`src/rtl/sram_like_req_buf.sv`:
```
// rtl/sram_like_req_buf.sv - SRAM-like bus adapter: in-order transaction tracker plus registered read-response FIFO
module sram_like_req_buf #(
  parameter int ADDR_W = 32,
  parameter int DATA_W = 32,
  parameter int DEPTH  = 2
) (
  input  logic                   clk,
  input  logic                   reset,
  input  logic                   cpu_req_valid,
  output logic                   cpu_req_ready,
  input  logic                   cpu_req_wr,
  input  logic [DATA_W/8-1:0]    cpu_req_wstrb,
  input  logic [ADDR_W-1:0]      cpu_req_addr,
  input  logic [DATA_W-1:0]      cpu_req_wdata,
  output logic                   cpu_resp_valid,
  input  logic                   cpu_resp_ready,
  output logic [DATA_W-1:0]      cpu_resp_rdata,
  input  logic                   cancel,
  output logic                   req,
  output logic                   wr,
  output logic [DATA_W/8-1:0]    wstrb,
  output logic [ADDR_W-1:0]      addr,
  output logic [DATA_W-1:0]      wdata,
  input  logic                   addr_ok,
  input  logic                   data_ok,
  input  logic [DATA_W-1:0]      rdata,
  output logic [$clog2(DEPTH):0] outstanding,
  output logic                   proto_err
);

  localparam int PW = $clog2(DEPTH);
  localparam int CW = PW + 1;
  localparam logic [CW-1:0] FULL_CNT = CW'(DEPTH);

  logic [DEPTH-1:0]  trk_wr_q, trk_wr_d;
  logic [DEPTH-1:0]  trk_disc_q, trk_disc_d;
  logic [PW-1:0]     trk_head_q, trk_head_d;
  logic [PW-1:0]     trk_tail_q, trk_tail_d;
  logic [CW-1:0]     trk_cnt_q, trk_cnt_d;
  logic [DATA_W-1:0] rsp_mem_q [DEPTH];
  logic [DATA_W-1:0] rsp_mem_d [DEPTH];
  logic [PW-1:0]     rsp_head_q, rsp_head_d;
  logic [PW-1:0]     rsp_tail_q, rsp_tail_d;
  logic [CW-1:0]     rsp_cnt_q, rsp_cnt_d;
  logic              proto_err_q, proto_err_d;

  logic trk_push, trk_pop, rsp_push, rsp_pop;

  always_comb begin
    wr    = cpu_req_wr;
    wstrb = cpu_req_wstrb;
    addr  = cpu_req_addr;
    wdata = cpu_req_wdata;

    // Credit check uses the registered count only, so a same-cycle data_ok never frees a slot early.
    outstanding    = trk_cnt_q + rsp_cnt_q;
    req            = !reset && cpu_req_valid && !cancel && (outstanding < FULL_CNT);
    cpu_req_ready  = req && addr_ok;
    cpu_resp_valid = (rsp_cnt_q != '0);
    cpu_resp_rdata = rsp_mem_q[rsp_head_q];
    proto_err      = proto_err_q;

    trk_push = cpu_req_ready;
    trk_pop  = data_ok && (trk_cnt_q != '0);
    rsp_push = trk_pop && !trk_wr_q[trk_head_q] && !trk_disc_q[trk_head_q] && !cancel;
    rsp_pop  = cpu_resp_valid && cpu_resp_ready;

    trk_wr_d    = trk_wr_q;
    trk_disc_d  = trk_disc_q;
    trk_head_d  = trk_head_q;
    trk_tail_d  = trk_tail_q;
    trk_cnt_d   = trk_cnt_q + CW'(trk_push) - CW'(trk_pop);
    rsp_mem_d   = rsp_mem_q;
    rsp_head_d  = rsp_head_q;
    rsp_tail_d  = rsp_tail_q;
    rsp_cnt_d   = rsp_cnt_q + CW'(rsp_push) - CW'(rsp_pop);
    proto_err_d = proto_err_q || (data_ok && (trk_cnt_q == '0));

    if (cancel) begin
      trk_disc_d = '1;
    end
    if (trk_push) begin
      trk_wr_d[trk_tail_q]   = cpu_req_wr;
      trk_disc_d[trk_tail_q] = 1'b0;
      trk_tail_d             = trk_tail_q + 1'b1;
    end
    if (trk_pop) begin
      trk_head_d = trk_head_q + 1'b1;
    end

    if (rsp_push) begin
      rsp_mem_d[rsp_tail_q] = rdata;
      rsp_tail_d            = rsp_tail_q + 1'b1;
    end
    if (rsp_pop) begin
      rsp_head_d = rsp_head_q + 1'b1;
    end
    // A flush empties the response FIFO; nothing is pushed in that cycle, so tail is already final.
    if (cancel) begin
      rsp_head_d = rsp_tail_q;
      rsp_cnt_d  = '0;
    end
  end

  always_ff @(posedge clk) begin
    if (reset) begin
      trk_wr_q    <= '0;
      trk_disc_q  <= '0;
      trk_head_q  <= '0;
      trk_tail_q  <= '0;
      trk_cnt_q   <= '0;
      rsp_head_q  <= '0;
      rsp_tail_q  <= '0;
      rsp_cnt_q   <= '0;
      proto_err_q <= 1'b0;
    end else begin
      trk_wr_q    <= trk_wr_d;
      trk_disc_q  <= trk_disc_d;
      trk_head_q  <= trk_head_d;
      trk_tail_q  <= trk_tail_d;
      trk_cnt_q   <= trk_cnt_d;
      rsp_head_q  <= rsp_head_d;
      rsp_tail_q  <= rsp_tail_d;
      rsp_cnt_q   <= rsp_cnt_d;
      proto_err_q <= proto_err_d;
    end
    rsp_mem_q <= rsp_mem_d;
  end

endmodule

```
`config.mk`:
```
export PLATFORM = sky130hd
export DESIGN_NAME = sram_like_req_buf
export DESIGN_NICKNAME = d
export VERILOG_FILES = /design/src/rtl/sram_like_req_buf.sv
export SDC_FILE = /design/constraint.sdc
export NUM_CORES = 1
export LEC_CHECK = 0
export ABC_AREA = 1
export CORE_ASPECT_RATIO = 0.6
export CORE_MARGIN = 3
export CORE_UTILIZATION = 40
export DETAILED_ROUTE_END_ITERATION = 6
export PLACE_DENSITY = 0.86
export SLEW_MARGIN = 0
export SYNTH_ARGS = -nofsm -noshare
export SYNTH_HDL_FRONTEND = slang
export SYNTH_SLANG_ARGS = --single-unit
```
`constraint.sdc`:
```
create_clock -name clk -period 4.72 [get_ports clk]
set_clock_uncertainty 0.05 [all_clocks]
set_input_delay 0.944 -clock clk [delete_from_list [all_inputs] [get_ports clk]]
set_output_delay 0.944 -clock clk [all_outputs]
set_load 0.05 [all_outputs]
```
==> impl_metrics.csv <==
group,metric,value,unit
timing,hold_viol,0,
worst_setup_path,start_kind,"primary input",
finish,drive_above_1_share,20.8,%
grt,track_usage,12.8,%
clocking,htreeDepth,3,
grt,grt-ovfl-total,0,
power_and_ir_drop,ir_drop,0.000232,V
grt,grt_max_degree,35,
timing,fmax,0.264,GHz
floorplanning,start_util,42.7,%
floorplanning,die-area,9940,sq um
synth,syn-cell-area,3500,sq um
clocking,post_cts.repair.setup_buffers,0,
floorplanning,die-width,127,um
synth,yosys.area_share.simple,5.15,%
drt,wirelength,6150,um
floorplanning,die_y,78.5,um
timing,min_period,3790,ps
clocking,cts.sinks,77,
synth,ys.flop_type,"edfxtp_1",
worst_setup_path,crit_fanout,9,
drt,routedWlPerCell,15.7,um
timing,tightest_slew,1020,ps
drt,vias_per_cell,4.75,
finish,syn2layout_area_growth,20.3,%
synth,synth_commonest_cells,"buf_4 (69), edfxtp_1 (64), mux2_2 (32)",
clocking,ctsRootBufferMaster,"clkbuf_16",
floorplanning,io_pins,215,
timing,finalCritPeriodShare,80.3,%
drt,postRouteAntennaNets,0,
synth,synth-compound-area-share,2.18,%
worst_setup_path,cp.required,3730,ps
drt,drc,0,
synth,synthMuxAreaShare,10.3,%
timing,maxSlewHeadroom,32.1,%
synth,post-synth-top-area-cell,"edfxtp_1",
synth,async_flop_share,0,%
power_and_ir_drop,pwr-share-comb,19.5,%
timing,drv_slew,0,
grt,antenna_found_initial,0,
power_and_ir_drop,power,1.89,mW
finish,diodes,0,
finish,register_area,2180,sq um
synth,synth_enable_flop_cells,64,
synth,synth_top_family_by_area,"buffers and inverters",
power_and_ir_drop,netSwitchingPower,0.505,mW
finish,nNetsFinal,391,
timing,rsz0062_at_grt,"no",
place,globalplace.congestion,0.818,
power_and_ir_drop,p_int,1.38,mW
power_and_ir_drop,power_density,449,nW/um^2
clocking,clk_pin_slew,60,ps
drt,via_count,1856,
synth,avgSynthCellArea,13.4,sq um
clocking,max-clock-path-buffers,2,
place,hpwlAfterDp,4060,um
grt,grt_pass1_vias,1966,
synth,yosysSeqAreaShare,62.4,%
synth,synth_area_leaders,"edfxtp_1 (55%), buf_4 (15%), mux2_2 (10%), dfxtp_1 (7.4%), inv_1 (2.0%)",
clocking,clock_latency,320,ps
timing,finalSetupViolations,0,
synth,synth_cells,262,
finish,fill_cells,698,
synth,ys_types,24,
clocking,post_cts_resized,0,
power_and_ir_drop,p_clk_share,37.6,%
floorplanning,rows,25,
timing,final.setup.tns,0,ps
synth,syn_nets,375,
drt,first_pass_iters,4,
synth,synth_top_area_share,54.9,%
worst_setup_path,crit_type,"in2out",
place,io_buffers,78,
worst_hold_path,hp-class,"reg2reg",
synth,synth_fa_ha_area_share,1.79,%
floorplanning,coreArea,8200,sq um
synth,ys_ff_latch,77,
clocking,cts_tree,"done",
worst_setup_path,worstPathArrival,2790,ps
grt,grt_pass1_wl,9740,um
finish,multi_input_area,712,sq um
power_and_ir_drop,seqPwrFrac,42.9,%
power_and_ir_drop,p_leak,1.54,nW
synth,synth.most_common_cell,"buf_4",
worst_setup_path,end_kind,"primary output",
power_and_ir_drop,p_sw_share,26.7,%
synth,ys_warn_count,0,
run_status,status,"finished, final reports clean",
flow_run,drv_cap,0,
clocking,cts-hold-fix-buffers,0,
drt,drtIter0Drc,58,
clocking,cts_made_buffers,9,
synth,synth_xor_area_share,0.501,%
## layout by cell type, fill, tap and decap left out, types with 2 or more instances in the layout
cell,n
clkdlybuf4s50_1,78
edfxtp_1,64
mux2_2,32
inv_1,19
nand2_1,16
dfxtp_1,12
nor2_1,10
clkbuf_16,9
a21oi_1,5
ha_1,5
inv_2,3
nand3_1,3
nor2_4,3
o21ai_0,3
nand2_2,2
nand4_2,2
o211ai_1,2
clkinv_2,2
bufinv_16,2
## final cells by class
| type | instances | share of cell area [%] |
|---|---|---|
| well taps | 108 | 3.21 |
| clock buffers | 9 | 5.35 |
| repair buffers | 78 | 18.5 |
| clock inverters | 7 | 2.14 |
| flip-flops and latches | 77 | 51.9 |
| inverters | 22 | 1.96 |
| multi-input cells | 90 | 16.9 |
## state kept, by name, summed over array words and instances (netlist names)
register / flops
rsp_mem_q: 64
rsp_cnt_q: 2
trk_cnt_q: 2
trk_disc_q: 2
trk_wr_q: 2
proto_err: 1
rsp_head_q: 1
rsp_tail_q: 1
trk_head_q: 1
trk_tail_q: 1
## layer usage
metal  vias up  global-route usage [%]  part of all wire (%)  wire length, um
met5         -                       0                     0                0
met4         0                    3.75                  0.75               46
met3         7                    8.43                    11              703
met2       124                    19.7                    45             2740
met1       859                    14.6                    43             2660
li1        866                       -                     -                -
## cells by family (layout without fill, tap and decap cells)
group                      after synthesis  in the layout
AOI/OAI and AO/OA                       13             13
xor gates and xnor gates                 2              2
adders and majority gates                5              5
buffers and inverters                   95            116
DFF                                     77             77
muxes                                   32             32
and+or+nand+nor                         38             38
## metrics by stage
stage / instances / setup WS, ps / hold WS, ps / util, % / instance area [sq um]
floorplan: 262 / 1500 / 394 / - / 3500
global placement: 375 / 943 / 401 / 47.5 / 3890
detailed placement: 375 / 925 / 403 / 47.5 / 3890
CTS: 391 / 925 / 422 / 51.4 / 4210
global route: 391 / 820 / 474 / 51.4 / 4210
finish: 391 / 931 / 426 / 51.4 / 4210
## worst paths after layout
path | startpoint | endpoint | slack (ps) | cells past startpoint
max | reset | cpu_req_ready | 930 | 7
min | proto_err | proto_err | 430 | 2
max reg2reg | trk_cnt_q[1] | rsp_mem_q[7] | 2560 | 3
min reg2reg | proto_err | proto_err | 430 | 2
## power by group through the flow
stage | sequential [mW] | clock (mW) | combinational (mW)
2_1_floorplan | 0.820 | 0 | 0.397
3_3_place_gp | 0.822 | 0 | 0.364
3_5_place_dp | 0.824 | 0 | 0.370
4_1_cts | 0.810 | 0.733 | 0.372
5_1_grt | 0.816 | 0.760 | 0.396
6_report | 0.810 | 0.711 | 0.368
## critical path, cell delays in order
cell and delay, ps:
clkdlybuf4s50_1 450, inv_2 150, nand2_2 120, nor2_4 130, nand3_1 100, inv_1 90
clkdlybuf4s50_1 800
Power figures use the tool's default switching activity.
